===== config.mk =====
export PLATFORM = sky130hd
export DESIGN_NAME = regfile_mem_engine_flat
export DESIGN_NICKNAME = d
export VERILOG_FILES = /design/src/rtl/regfile_mem_engine_if.sv /design/src/rtl/regfile_mem_engine.sv /design/src/flat_wrapper.sv
export SDC_FILE = /design/constraint.sdc
export NUM_CORES = 1
export LEC_CHECK = 0
export CELL_PAD_IN_SITES_DETAIL_PLACEMENT = 1
export CELL_PAD_IN_SITES_GLOBAL_PLACEMENT = 1
export CORE_MARGIN = 8
export CORE_UTILIZATION = 36
export DETAILED_ROUTE_END_ITERATION = 10
export GPL_TIMING_DRIVEN = 0
export HOLD_SLACK_MARGIN = 0.05
export PLACE_DENSITY_LB_ADDON = 0.1
export SLEW_MARGIN = 20
export SYNTH_ARGS = -nofsm -noshare
export SYNTH_HDL_FRONTEND = slang
export SYNTH_SLANG_ARGS = --single-unit

===== constraint.sdc =====
create_clock -name clk -period 9.6 [get_ports clk]
set_input_delay 1.92 -clock clk [delete_from_list [all_inputs] [get_ports clk]]
set_output_delay 1.92 -clock clk [all_outputs]
set_load 0.02 [all_outputs]

===== src/rtl/regfile_mem_engine_if.sv =====
// Bus/request bundle for regfile_mem_engine.
// master: the engine side (drives bus address/data, register-file strobes, status).
// slave : the CPU / memory / register-file side.
interface regfile_mem_engine_if #(
  parameter int DATA_W = 8,
  parameter int ADDR_W = 16,
  parameter int IDX_W  = 4
);
  logic              start;
  logic [1:0]        op;
  logic [IDX_W-1:0]  last_idx;
  logic [ADDR_W-1:0] base_addr;
  logic [DATA_W-1:0] data_in;
  logic [DATA_W-1:0] data_out;
  logic [ADDR_W-1:0] addr;
  logic [1:0]        cu_state;
  logic [IDX_W-1:0]  rf_rd_idx;
  logic [DATA_W-1:0] rf_rd_data;
  logic              rf_wr_en;
  logic [IDX_W-1:0]  rf_wr_idx;
  logic [DATA_W-1:0] rf_wr_data;
  logic              busy;
  logic              done;
  logic              error;
  logic [ADDR_W-1:0] i_out;

  modport master (
    input  start, op, last_idx, base_addr, data_in, rf_rd_data,
    output data_out, addr, cu_state, rf_rd_idx, rf_wr_en, rf_wr_idx,
           rf_wr_data, busy, done, error, i_out
  );

  modport slave (
    output start, op, last_idx, base_addr, data_in, rf_rd_data,
    input  data_out, addr, cu_state, rf_rd_idx, rf_wr_en, rf_wr_idx,
           rf_wr_data, busy, done, error, i_out
  );
endinterface


===== src/rtl/regfile_mem_engine.sv =====
// Register-file / memory bulk transfer sequencer: STORE V0..Vx, LOAD V0..Vx,
// BCD-serialise one register. Optional macro I_INCREMENT_EN makes STORE/LOAD
// report i_out = base+N instead of base.
//
// state    | meaning
// ---------+------------------------------------------------------------
// S_IDLE   | waiting for start
// S_STORE  | writing rf[k] to base+k, k = 0..last
// S_LOAD   | reading base+k; rf write of the previous read lags one cycle
// S_BCD    | writing hundreds/tens/ones digit to base+0/1/2
// S_FINISH | done pulse (error too if the request was rejected); accepts start
module regfile_mem_engine #(
  parameter int DATA_W   = 8,
  parameter int ADDR_W   = 16,
  parameter int NUM_REGS = 16,
  parameter int IDX_W    = 4
) (
  input  logic clk,
  input  logic reset,
  regfile_mem_engine_if.master bus
);

  localparam logic [1:0] CU_DIS = 2'b00;
  localparam logic [1:0] CU_RD  = 2'b01;
  localparam logic [1:0] CU_WR  = 2'b10;
  localparam int         VW     = DATA_W + 8;

  typedef enum logic [2:0] {S_IDLE, S_STORE, S_LOAD, S_BCD, S_FINISH} state_t;

  state_t            state, state_nx;
  logic [IDX_W-1:0]  last_q, k_q, wr_idx_q;
  logic [ADDR_W-1:0] base_q, i_q, i_next;
  logic [DATA_W-1:0] v_q, digit;
  logic              err_q, wr_pend_q;
  logic              accept, req_err;
  logic [VW-1:0]     v_ext, d_hund, d_tens, d_ones;

  logic [1:0]        cu_state_c;
  logic [ADDR_W-1:0] addr_c;
  logic [DATA_W-1:0] data_out_c;
  logic [IDX_W-1:0]  rf_rd_idx_c;
  logic              busy_c, done_c, error_c;

  assign accept  = bus.start && (state == S_IDLE || state == S_FINISH);
  assign req_err = (bus.op == 2'b11) || (32'(bus.last_idx) >= NUM_REGS);

`ifdef I_INCREMENT_EN
  assign i_next = (!req_err && bus.op != 2'b10)
                ? bus.base_addr + ADDR_W'(bus.last_idx) + ADDR_W'(1)
                : bus.base_addr;
`else
  assign i_next = bus.base_addr;
`endif

  assign v_ext  = {8'd0, v_q};
  assign d_hund = v_ext / VW'(100);
  assign d_tens = (v_ext / VW'(10)) % VW'(10);
  assign d_ones = v_ext % VW'(10);

  // Digit selected by the BCD step counter.
  always_comb begin
    digit = DATA_W'(d_ones);
    case (k_q[1:0])
      2'd0:    digit = DATA_W'(d_hund);
      2'd1:    digit = DATA_W'(d_tens);
      default: digit = DATA_W'(d_ones);
    endcase
  end

  // State register.
  always_ff @(posedge clk) begin
    if (reset) state <= S_IDLE;
    else       state <= state_nx;
  end

  // Next-state and bus/status outputs.
  always_comb begin
    state_nx    = state;
    cu_state_c  = CU_DIS;
    addr_c      = '0;
    data_out_c  = '0;
    rf_rd_idx_c = bus.last_idx;
    busy_c      = 1'b0;
    done_c      = 1'b0;
    error_c     = 1'b0;
    case (state)
      S_IDLE, S_FINISH: begin
        if (state == S_FINISH) begin
          done_c  = 1'b1;
          error_c = err_q;
        end
        state_nx = S_IDLE;
        if (bus.start) begin
          if (req_err)               state_nx = S_FINISH;
          else if (bus.op == 2'b00)  state_nx = S_STORE;
          else if (bus.op == 2'b01)  state_nx = S_LOAD;
          else                       state_nx = S_BCD;
        end
      end
      S_STORE: begin
        cu_state_c  = CU_WR;
        addr_c      = base_q + ADDR_W'(k_q);
        rf_rd_idx_c = k_q;
        data_out_c  = bus.rf_rd_data;
        busy_c      = 1'b1;
        if (k_q == last_q) state_nx = S_FINISH;
      end
      S_LOAD: begin
        cu_state_c = CU_RD;
        addr_c     = base_q + ADDR_W'(k_q);
        busy_c     = 1'b1;
        if (k_q == last_q) state_nx = S_FINISH;
      end
      S_BCD: begin
        cu_state_c = CU_WR;
        addr_c     = base_q + ADDR_W'(k_q);
        data_out_c = digit;
        busy_c     = 1'b1;
        if (k_q == IDX_W'(2)) state_nx = S_FINISH;
      end
      default: state_nx = S_IDLE;
    endcase
  end

  // Request latch, step counter, delayed LOAD write strobe and final index.
  always_ff @(posedge clk) begin
    if (reset) begin
      last_q    <= '0;
      base_q    <= '0;
      v_q       <= '0;
      err_q     <= 1'b0;
      k_q       <= '0;
      wr_pend_q <= 1'b0;
      wr_idx_q  <= '0;
      i_q       <= '0;
    end else begin
      wr_pend_q <= (state == S_LOAD);
      wr_idx_q  <= k_q;
      if (accept) begin
        last_q <= bus.last_idx;
        base_q <= bus.base_addr;
        v_q    <= bus.rf_rd_data;
        err_q  <= req_err;
        k_q    <= '0;
        i_q    <= i_next;
      end else if (state == S_STORE || state == S_LOAD || state == S_BCD) begin
        k_q <= k_q + IDX_W'(1);
      end
    end
  end

  assign bus.cu_state   = cu_state_c;
  assign bus.addr       = addr_c;
  assign bus.data_out   = data_out_c;
  assign bus.rf_rd_idx  = rf_rd_idx_c;
  assign bus.rf_wr_en   = wr_pend_q;
  assign bus.rf_wr_idx  = wr_idx_q;
  assign bus.rf_wr_data = bus.data_in;
  assign bus.busy       = busy_c;
  assign bus.done       = done_c;
  assign bus.error      = error_c;
  assign bus.i_out      = i_q;

endmodule


===== src/flat_wrapper.sv =====
// flat-port wrapper written by rule: the top's interface ports become plain ports
module regfile_mem_engine_flat 
#(
  parameter int DATA_W   = 8,
  parameter int ADDR_W   = 16,
  parameter int NUM_REGS = 16,
  parameter int IDX_W    = 4
)
  (clk, reset, bus_start, bus_op, bus_last_idx, bus_base_addr, bus_data_in, bus_rf_rd_data, bus_data_out, bus_addr, bus_cu_state, bus_rf_rd_idx, bus_rf_wr_en, bus_rf_wr_idx, bus_rf_wr_data, bus_busy, bus_done, bus_error, bus_i_out);
  regfile_mem_engine_if #(.DATA_W(DATA_W), .ADDR_W(ADDR_W), .IDX_W(IDX_W)) bus_i ();
  input  logic clk;
  input  logic reset;
  input wire logic [$bits(bus_i.start)-1:0] bus_start;
  input wire logic [$bits(bus_i.op)-1:0] bus_op;
  input wire logic [$bits(bus_i.last_idx)-1:0] bus_last_idx;
  input wire logic [$bits(bus_i.base_addr)-1:0] bus_base_addr;
  input wire logic [$bits(bus_i.data_in)-1:0] bus_data_in;
  input wire logic [$bits(bus_i.rf_rd_data)-1:0] bus_rf_rd_data;
  output wire logic [$bits(bus_i.data_out)-1:0] bus_data_out;
  output wire logic [$bits(bus_i.addr)-1:0] bus_addr;
  output wire logic [$bits(bus_i.cu_state)-1:0] bus_cu_state;
  output wire logic [$bits(bus_i.rf_rd_idx)-1:0] bus_rf_rd_idx;
  output wire logic [$bits(bus_i.rf_wr_en)-1:0] bus_rf_wr_en;
  output wire logic [$bits(bus_i.rf_wr_idx)-1:0] bus_rf_wr_idx;
  output wire logic [$bits(bus_i.rf_wr_data)-1:0] bus_rf_wr_data;
  output wire logic [$bits(bus_i.busy)-1:0] bus_busy;
  output wire logic [$bits(bus_i.done)-1:0] bus_done;
  output wire logic [$bits(bus_i.error)-1:0] bus_error;
  output wire logic [$bits(bus_i.i_out)-1:0] bus_i_out;
  assign bus_i.start = bus_start;
  assign bus_i.op = bus_op;
  assign bus_i.last_idx = bus_last_idx;
  assign bus_i.base_addr = bus_base_addr;
  assign bus_i.data_in = bus_data_in;
  assign bus_i.rf_rd_data = bus_rf_rd_data;
  assign bus_data_out = bus_i.data_out;
  assign bus_addr = bus_i.addr;
  assign bus_cu_state = bus_i.cu_state;
  assign bus_rf_rd_idx = bus_i.rf_rd_idx;
  assign bus_rf_wr_en = bus_i.rf_wr_en;
  assign bus_rf_wr_idx = bus_i.rf_wr_idx;
  assign bus_rf_wr_data = bus_i.rf_wr_data;
  assign bus_busy = bus_i.busy;
  assign bus_done = bus_i.done;
  assign bus_error = bus_i.error;
  assign bus_i_out = bus_i.i_out;
  regfile_mem_engine #(.DATA_W(DATA_W), .ADDR_W(ADDR_W), .NUM_REGS(NUM_REGS), .IDX_W(IDX_W)) u_core (.clk(clk), .reset(reset), .bus(bus_i));
endmodule

==> summary by stage <==
CTS
Hold repair after CTS inserted 0 buffers. The longest clock path from root to sink contains 2 buffers. The total CTS buffers is 5. Clock-pin slew was measured on the worst setup and hold paths at 0.06 ns. TritonCTS built the clock tree. The clock reaches the later pin of the worst-skew pair after 0.28 ns.

The sink count of the clock tree is 41. The maximum level of the CTS H-tree is 2. In this run the clock root is driven by a sky130_fd_sc_hd__clkbuf_16.

Route
After detailed routing, the average wire length per cell comes to ~19 um. The number of antenna-violating nets in the routed design is 0. The count of vias placed by the detailed router is 4,657.

The remaining routing DRC violations is 0. The pre-antenna-repair detailed-routing pass consisted of 4 iterations. The post-detailed-route via-to-cell ratio is approximately 5.6.

In this run, the number of DRC markers left after iteration 0 of detailed routing was 220. The total wire length is 15.9 mm.

STA
The transition time at the pin with the least slew margin is 0.663 ns. The setup total negative slack is 0 ns. The fmax is 109 MHz. The final critical-path share of the clock period is between 90 and 100%. The final period demand of the worst path is 9.20 ns. The number of endpoints failing setup at the final stage is 0. The remaining max-slew budget at the tightest pin is 55.3%. The clock skew after layout is between 0.002 and 0.0025 ns. The number of slew-limit violations in the final report is 0. Setup repair after global routing left no endpoint under its margin. The final hold violation count came to 0.

Setup path
The kind of critical path is reg2out. The cell with the biggest individual delay on the critical path is sky130_fd_sc_hd__clkdlybuf4s50_1. The critical path arrival is 7.28 ns. The worst-case reg-to-reg path depth is 7. STA classifies the critical path endpoint as an output pin. The startpoint kind of the worst setup timing path is a flip-flop. The critical path's largest stage delay is 0.68 ns. Along the worst path, the maximum fanout reaches 11.

At the worst endpoint, the required time is 7.68 ns.

Power and ir drop
Power spread over the standard cell area amounts to 216 nW/um2. VDD sags by at most 0.171 mV. The cell leakage power is approximately 2.0 nW.

Placed design
After legalization and detailed placement, the total HPWL measured 12.6 mm. Port buffering added 93 buffers. The cell area after placement is 5250 um2. The last weighted congestion value of the routability-driven placer is 0.848. Once placement completed, the tool counted placed cells totaling between 800 and 900.

Synth
The mean instance size in the synthesized netlist is 7.06 um2. The synthesized design contains 0 enable-type register cells. The mapped netlist covers between 4000 and 5000 um2. The share of the Yosys chip area taken by registers is 19.8%. The share of synthesized flip-flops with an asynchronous set or reset is 0%. The number of unique standard cell types used by synthesis is ~80. After synthesis, the most frequently instantiated cells are sky130_fd_sc_hd__nand2_1 (99), sky130_fd_sc_hd__a21oi_1 (63), sky130_fd_sc_hd__nor2_1 (50). The cell accounting for the most synthesized area is sky130_fd_sc_hd__dfxtp_1.

Ranked by total cell area, the synthesized netlist is headed by sky130_fd_sc_hd__dfxtp_1 (20%), sky130_fd_sc_hd__nand2_1 (9.0%), sky130_fd_sc_hd__a21oi_1 (7.6%), sky130_fd_sc_hd__ha_1 (7.0%), sky130_fd_sc_hd__nor2_1 (4.5%). The most common cell in the synthesized netlist is sky130_fd_sc_hd__nand2_1. The top cell type by area accounts for 19.8% of the synthesized area. Synthesis produced 586 cells. The synthesized netlist net count is 651. In the synthesized netlist the dominant register cell turns out to be sky130_fd_sc_hd__dfxtp_1. The warning count from the yosys run is 0.

After synthesis the netlist holds a flip-flop and latch count of 41.

Final layout
The post-route cell area is 5450 um2. The post-layout instance count excluding filler cells is 831. The layout overhead on the synthesized area is 31.7%. The filler cell count is 1,455. The layout net count is 753. Cells with a size suffix above 1 make up 8.28% of the layout.

0 antenna diodes ended up in the layout.

Global route
The via count of the first global-routing pass is 4,818. The largest net degree at the start of global routing is 13. The met2 usage in global routing is 38.0%. The wire length of the first global-routing pass is between 20 and 30 mm.

The number of antenna violations at the first check in global routing came to 0. For this run the aggregate overflow at the end of global routing stands at 0. Global routing consumed, over all layers together, 20.6% of the routing resources. The fraction of met3 tracks used by global routing is 4.43%.

In this run the most used layer during global routing was met2. The met1 usage in global routing is between 20% and 30%.

Min path
The worst hold path passes through 2 cells. The path class of the tightest hold or removal check is reg2reg.

Die
The effective utilization at floorplan is a little over a third. The floorplan die width is 123 um. The area of the die is 15,200 um2. In this run the standard cell core region covers 11,300 um2.

The die span in y is roughly 120 um. The top-level port count is 103. The cell row count is 39.

Job
The tool flagged a number of max-cap violations equal to 0.

Run status
The flow ran to the end, and the final reports show no timing, DRC or antenna violations.
## worst paths after layout
path	startpoint	to	slack, ns
worst max-delay path	u_core.v_q[4]	bus_data_out[3]	0.40
worst max register to register	u_core.state[1]	u_core.v_q[5]	7.38
worst min register to register	u_core.err_q	u_core.err_q	0.47
worst min-delay path	u_core.err_q	u_core.err_q	0.47
## layer usage
layer	share of wire [%]	up-vias
met1	42	2275
li1	-	2279
met4	1.2	0
met5	0	-
met2	52	90
met3	4.9	13
## cells by family (layout without fill, tap and decap cells)
kind of cell | Yosys count | count (layout) | share of synthesized area (%)
AND/OR/NAND/NOR | 252 | 252 | 29.3
AO/OA/AOI/OAI | 170 | 170 | 27.8
buffers and inverters | 63 | 165 | 7.23
flip-flops | 41 | 41 | 19.8
adder cells (fa/ha/maj) | 25 | 25 | 7.68
XOR/XNOR | 25 | 25 | 5.29
multiplexers | 10 | 10 | 2.84
## state kept, by name, summed over array words and instances (netlist names)
register	count
u_core.base_q	16
u_core.v_q	8
u_core.bus.rf_wr_idx	4
u_core.k_q	4
u_core.last_q	4
u_core.state	3
u_core.bus.rf_wr_en	1
u_core.err_q	1
## repair_timing
action | CTS | global route
pin swaps | 0 | 1
resized for setup | 4 | 6
setup endpoints to repair | 4 | 7
setup buffers | 0 | 2
## area by class of cell
class / count / area (um2) / share of cell area, %
clock buffers: 5 / 125 / 2.30
well taps: 143 / 179 / 3.28
clock inverters: 2 / 35.0 / 0.643
multi-input cells: 482 / 3030 / 55.7
repair buffers: 95 / 948 / 17.4
flip-flops and latches: 41 / 821 / 15.1
plain buffers: 41 / 221 / 4.07
inverters: 22 / 83.8 / 1.54
## critical path, delay by kind of cell, from the launching register on
kind	cells	cell delay, ns
fa+ha+maj	3	0.91
flops	1	0.48
compound gates	9	1.67
simple gates	8	1.78
xor+xnor	2	0.45
buf+inv	6	1.72
## cell usage in the layout (no fill, tap or decap), types with 6 or more instances in the layout
cell	synthesis	routed
sky130_fd_sc_hd__inv_1	19	19
sky130_fd_sc_hd__or2_2	6	6
sky130_fd_sc_hd__a31oi_1	7	7
sky130_fd_sc_hd__clkdlybuf4s50_1	0	92
sky130_fd_sc_hd__a21oi_1	63	63
sky130_fd_sc_hd__xor2_1	8	8
sky130_fd_sc_hd__xnor2_1	17	16
sky130_fd_sc_hd__dfxtp_1	41	41
sky130_fd_sc_hd__clkbuf_1	25	22
sky130_fd_sc_hd__or3_1	9	9
sky130_fd_sc_hd__nor2b_1	9	9
sky130_fd_sc_hd__nand2_1	99	99
sky130_fd_sc_hd__ha_1	23	23
sky130_fd_sc_hd__nor3_1	15	14
sky130_fd_sc_hd__and2_1	6	6
sky130_fd_sc_hd__o21ai_0	25	25
sky130_fd_sc_hd__nand2b_1	10	10
sky130_fd_sc_hd__nand3_1	14	13
sky130_fd_sc_hd__a21o_1	6	6
sky130_fd_sc_hd__nor2_1	50	50
sky130_fd_sc_hd__buf_4	10	12
sky130_fd_sc_hd__and3_1	7	7
## power by group
part           internal [mW]  switching [mW]  total [mW]
Clock                  0.121          0.0671       0.188
Sequential             0.191          0.0256       0.217
Combinational          0.320           0.453       0.773
Total                  0.632           0.546        1.18
## per-stage QoR
step / utilization [%] / hold WS [ns] / setup WS, ns / total power, mW
after floorplan: - / 0.432 / 1.45 / 0.742
after global placement: 46.3 / 0.439 / 0.111 / 0.944
after detailed placement: 46.3 / 0.461 / 0.0484 / 0.967
after CTS: 47.8 / 0.470 / 0.141 / 1.16
after global routing: 48.1 / 0.495 / 0.0294 / 1.26
final: 48.1 / 0.471 / 0.397 / 1.18
Power figures use the tool's default switching activity.
